--- src/rtl/sv32_ptw.sv ---
// rtl/sv32_ptw.sv - Sv32 page-table walker that fills the translation tag RAM on a miss.
module sv32_ptw #(
    parameter int TAG_RAM_ADDR_WIDTH = 6,
    parameter int TAG_WIDTH          = 20,
    parameter int PAYLOAD_WIDTH      = 32
) (
    input  logic                          clk,
    input  logic                          resetn,
    input  logic                          req_valid_i,
    input  logic [19:0]                   req_vpn_i,
    input  logic [21:0]                   satp_ppn_i,
    output logic                          busy_o,
    output logic                          done_o,
    output logic                          fault_o,
    output logic                          mem_valid_o,
    output logic [33:0]                   mem_addr_o,
    input  logic                          mem_ready_i,
    input  logic [31:0]                   mem_rdata_i,
    output logic [TAG_RAM_ADDR_WIDTH-1:0] tag_idx_o,
    output logic [TAG_WIDTH-1:0]          tag_o,
    output logic [PAYLOAD_WIDTH-1:0]      tag_payload_o,
    output logic                          tag_we_o,
    output logic                          tag_valid_o
);

    typedef enum logic [2:0] {
        IDLE  = 3'd0,
        L1    = 3'd1,
        L0    = 3'd2,
        FILL  = 3'd3,
        FAULT = 3'd4
    } state_t;

    state_t      state_q;
    logic        busy_q;
    logic        done_q;
    logic        fault_q;
    logic        mem_valid_q;
    logic [33:0] mem_addr_q;
    logic [19:0] vpn_q;
    logic [31:0] payload_q;
    logic        tag_we_q;

    logic        pte_v;
    logic        pte_r;
    logic        pte_w;
    logic        pte_x;
    logic        pte_invalid;
    logic        pte_leaf;
    logic        pte_misaligned;
    logic        pte_fault;

    // Only structural validity is judged here; permissions travel in the payload.
    assign pte_v          = mem_rdata_i[0];
    assign pte_r          = mem_rdata_i[1];
    assign pte_w          = mem_rdata_i[2];
    assign pte_x          = mem_rdata_i[3];
    assign pte_invalid    = !pte_v || (!pte_r && pte_w);
    assign pte_leaf       = pte_r || pte_x;
    assign pte_misaligned = |mem_rdata_i[19:10];
    assign pte_fault      = pte_invalid
                         || (pte_leaf && (state_q == L1) && pte_misaligned)
                         || (!pte_leaf && (state_q == L0));

    always_ff @(posedge clk or negedge resetn) begin
        if (!resetn) begin
            state_q     <= IDLE;
            busy_q      <= 1'b0;
            done_q      <= 1'b0;
            fault_q     <= 1'b0;
            mem_valid_q <= 1'b0;
            mem_addr_q  <= '0;
            vpn_q       <= '0;
            payload_q   <= '0;
            tag_we_q    <= 1'b0;
        end else begin
            done_q   <= 1'b0;
            fault_q  <= 1'b0;
            tag_we_q <= 1'b0;
            case (state_q)
                IDLE: begin
                    if (req_valid_i) begin
                        state_q     <= L1;
                        busy_q      <= 1'b1;
                        vpn_q       <= req_vpn_i;
                        mem_valid_q <= 1'b1;
                        mem_addr_q  <= {satp_ppn_i, req_vpn_i[19:10], 2'b00};
                    end
                end
                L1, L0: begin
                    if (mem_ready_i) begin
                        mem_valid_q <= 1'b0;
                        if (pte_fault) begin
                            state_q <= FAULT;
                            done_q  <= 1'b1;
                            fault_q <= 1'b1;
                        end else if (pte_leaf) begin
                            state_q  <= FILL;
                            done_q   <= 1'b1;
                            tag_we_q <= 1'b1;
                            // Superpage leaves splice VPN0 into the PPN0 field.
                            payload_q <= (state_q == L1)
                                ? {mem_rdata_i[31:20], vpn_q[9:0], mem_rdata_i[9:0]}
                                : mem_rdata_i;
                        end else begin
                            state_q     <= L0;
                            mem_valid_q <= 1'b1;
                            mem_addr_q  <= {mem_rdata_i[31:10], vpn_q[9:0], 2'b00};
                        end
                    end
                end
                FILL, FAULT: begin
                    state_q <= IDLE;
                    busy_q  <= 1'b0;
                end
                default: begin
                    state_q     <= IDLE;
                    busy_q      <= 1'b0;
                    mem_valid_q <= 1'b0;
                end
            endcase
        end
    end

    assign busy_o        = busy_q;
    assign done_o        = done_q;
    assign fault_o       = fault_q;
    assign mem_valid_o   = mem_valid_q;
    assign mem_addr_o    = mem_addr_q;
    assign tag_idx_o     = vpn_q[TAG_RAM_ADDR_WIDTH-1:0];
    assign tag_o         = TAG_WIDTH'(vpn_q);
    assign tag_payload_o = PAYLOAD_WIDTH'(payload_q);
    assign tag_we_o      = tag_we_q;
    assign tag_valid_o   = tag_we_q;

endmodule
--- config.mk ---
export PLATFORM = sky130hd
export DESIGN_NAME = sv32_ptw
export DESIGN_NICKNAME = d
export VERILOG_FILES = /design/src/rtl/sv32_ptw.sv
export SDC_FILE = /design/constraint.sdc
export NUM_CORES = 1
export LEC_CHECK = 0
export ABC_AREA = 1
export ABC_CLOCK_PERIOD_IN_PS = 1950
export CORE_MARGIN = 2
export CORE_UTILIZATION = 44
export CTS_CLUSTER_DIAMETER = 30
export DETAILED_ROUTE_END_ITERATION = 10
export PLACE_DENSITY = 0.81
export SKIP_LAST_GASP = 1
export SLEW_MARGIN = 10
export SYNTH_ARGS = -nofsm -noshare
export SYNTH_HDL_FRONTEND = slang
export SYNTH_SLANG_ARGS = --single-unit
export TNS_END_PERCENT = 20
--- constraint.sdc ---
create_clock -name clk -period 1.95 [get_ports clk]
set_input_delay 0.4875 -clock clk [delete_from_list [all_inputs] [get_ports clk]]
set_output_delay 0.4875 -clock clk [all_outputs]
set_load 0.02 [all_outputs]
==> metrics.md <==
| Metric | Value |
|---|---|
| Outcome | complete, no violations |
| DR vias/cell | 5.14 |
| Number of library cell types mapped by synthesis | 26 |
| Arrival @ worst endpoint | 1.44 ns |
| Buffers added on ports | 173 |
| HP Class | input pin to asynchronous set/reset pin |
| Vias in the first global route | 4442 |
| Flop2flop setup slack | 0.16 ns |
| Switch share | 45.4% |
| Crit path capture | tag_idx_o[0] |
| Max Clk Rate | 520 MHz |
| Worst VDD drop | 843 µV |
| CTS H-tree lvls | 3 |
| I/O Pins | 176 |
| Post-DP HPWL | 9930 µm |
| Slew Viols, Final | 0 |
| CTS Root Cell | clkbuf_8 |
| Fin crit period | 1.92 ns |
| Synthesized area | 0.00437 mm² |
| CP top delay family | buffers and inverters |
| CTS buffer count | 9 |
| Leak | 0.00326 µW |
| Worst-path maximum fanout | 4 |
| Fin. Hold Viols | 0 |
| Worst EP required | 1.46 ns |
| DRC | 0 |
| RSZ-0062 raised after global routing | yes |
| #FFs+latches synth | 92 |
| Internal | 6440 µW |
| Power per Cell Area | 1800 mW/mm² |
| WP depth | 1 |
| Sequential power share | 28.9% |
| Initial DRT Pass Iterations | 4 |
| Hold_buf cts | 0 |
| Initial cell density of the core | 44.9% |
| Clock slew at reported path FFs | 0.10 ns |
| Layout area overhead | 49.7% |
| Clk_lat worst skew | 0.36 ns |
| CP startpoint kind | flop |
| Setup CP Type | flop to output port |
| Antenna violations before repair | 0 |
| Endpoints failing setup | 0 |
| Number of nets in the layout | 807 |
| Reg-to-reg startpoint | state_q[0]$_DFFE_PN0P_ |
| Max cap viols | 0 |
| WL/cell | 15.3 µm |
| CTS tree | built |
| Share of layout cells above drive strength 1 | 8.87% |
| Total congestion overflow | 0 |
| Total GRT Usage | 24.8% |
| P_sw | 5360 µW |
| Mapped Cells | 552 |
| Layout Skew | 0.0169 ns |
| Ant. Diodes | 0 |
| Die width | 104 µm |
| Logic pwr share | 59.9% |
| Starting DRT DRC Count | 231 |
| Final ANT Viol Nets | 0 |
| Slowest CP cell | clkdlybuf4s50_1 |
| Origin of the worst setup path | tag_o[0]$_DFFE_PN0P_ |
| Worst Path Buf+Inv | 1 |
| Largest net degree at the start of global routing | 41 |
| FF-to-FF End | mem_addr_o[11]$_DFFE_PN0P_ |
| Post-Route WL | 13300 µm |
| Crit-path cells | clkdlybuf4s50_1 |
| Worst R2R Path Depth | 8 |
| Clock Sinks | 92 |
| Seq/Total Area, Yosys | 52.7% |
| Yosys warnings | 0 |
| TNS Setup | 0 ns |
| Die Ht | 104 µm |
| Num rows | 36 |
| Fin cells | 866 |
| Vias | 4450 |
| Core area | 0.00973 mm² |
| Final worst-path cycle share | 98.7% |
| Clock share of power | 11.2% |
| CP endpoint kind | output port |
| Global-route wire length before repair | 21500 µm |
| Syn avg cell area | 7.92 µm² |
| Placed cell count | 850 |
| Fill count | 824 |
| CP peak stage delay | 0.65 ns |
| Die ar. | 0.0107 mm² |
| Max Root-Sink Buffers | 2 |
| GPL Wtd Cong | 0.869 |
## power by group through the flow
stage / Clock [µW] / Sequential (µW) / Combinational, µW
floorplan: 0 / 4390 / 3060
global placement: 0 / 3410 / 6770
detailed placement: 0 / 3430 / 6970
CTS: 1340 / 3400 / 7020
global route: 1420 / 3490 / 7690
finish: 1320 / 3410 / 7070
## kinds of logic after synthesis
family                 Yosys count  share of synthesized area (%)
DFF                             92                           52.7
and+or+nand+nor                332                           32.7
AOI/OAI and AO/OA               48                           5.67
other                            1                         0.0858
buffers and inverters           79                           8.85
## flip-flops by register name, summed over array words and instances (netlist names)
signal and count:
busy_o 1, done_o 1, fault_o 1, mem_addr_o 32, mem_valid_o 1, state_q 3, tag_o 20, tag_payload_o 32
tag_valid_o 1
## metal layers
metal	share of wire (%)	track usage, %	up-vias
met2	50	43.0	211
li1	-	-	2097
met5	0	0	-
met4	2.3	9.75	0
met3	7.5	4.97	29
met1	40	30.6	2113
## cell usage in the layout, fill, tap and decap left out
master / n
and2_1: 1
o21ai_0: 32
nor2_1: 21
nor2_2: 1
nand4_1: 31
clkbuf_1: 1
buf_12: 3
nand2_4: 1
o22ai_1: 1
buf_4: 34
a21oi_1: 12
nand2_8: 1
conb_1: 2
a21boi_1: 1
nand3_2: 1
o21ai_2: 1
dfrtp_1: 92
nand2_1: 231
nand2_2: 2
clkdlybuf4s50_1: 172
o21ai_1: 1
nand3_1: 38
bufinv_16: 1
nor3_4: 1
nor2_4: 3
clkinvlp_4: 1
inv_4: 1
inv_1: 32
clkinv_4: 1
inv_2: 2
clkbuf_8: 11
## cells in the mapped netlist, drive strengths merged
cell type | instances | area share [%]
o21ai | 34 | 4.0
nor2 | 25 | 2.6
inv | 35 | 3.1
nand2 | 235 | 21
clkbuf | 22 | 1.9
o22ai | 1 | 0.14
and2 | 1 | 0.14
a21oi | 12 | 1.4
a21boi | 1 | 0.17
buf | 22 | 3.9
nand4 | 31 | 4.4
nand3 | 39 | 4.6
nor3 | 1 | 0.37
dfrtp | 92 | 53
conb | 1 | 0.086
## per-stage QoR
| stage | hold WS, ns | util [%] | area, µm² | setup slack (ns) | power, µW |
|---|---|---|---|---|---|
| floorplan | 0.192 | - | 4370 | 0.289 | 7450 |
| global placement | 0.447 | 64.8 | 6300 | -0.237 | 10200 |
| detailed placement | 0.459 | 64.8 | 6300 | -0.400 | 10400 |
| CTS | 0.0810 | 67.0 | 6520 | 0.0165 | 11800 |
| global route | 0.103 | 67.2 | 6540 | -0.00757 | 12600 |
| finish | 0.0654 | 67.2 | 6540 | 0.0254 | 11800 |
## area by class of cell
cell class	count	area (µm²)	share of cell area, %
clock inverters	3	46.3	0.708
multi-input cells	382	1700	26.0
inverters	35	134	2.05
flip-flops and latches	92	2300	35.2
clock buffers	12	155	2.37
repair buffers	209	2040	31.1
well taps	133	166	2.54
## repair_timing
action,4_1_cts,5_1_grt
endpoints found under the setup margin,11,55
gates resized for setup,1,3
setup buffers,0,1
pin swaps,0,1
## how the worst min path moves through the flow
stage	from	slack, ns	depth (start not counted)	endpoint
2_1_floorplan	resetn	0.19	0	busy_o$_DFFE_PN0P_
3_3_place_gp	tag_payload_o[0]$_DFFE_PN0P_	0.45	2	tag_payload_o[0]$_DFFE_PN0P_
3_5_place_dp	tag_payload_o[14]$_DFFE_PN0P_	0.46	2	tag_payload_o[14]$_DFFE_PN0P_
4_1_cts	resetn	0.08	1	mem_addr_o[27]$_DFFE_PN0P_
5_1_grt	resetn	0.10	1	mem_addr_o[27]$_DFFE_PN0P_
6_report	resetn	0.07	1	mem_addr_o[27]$_DFFE_PN0P_
Note: power is estimated with default switching activity, not from simulation.
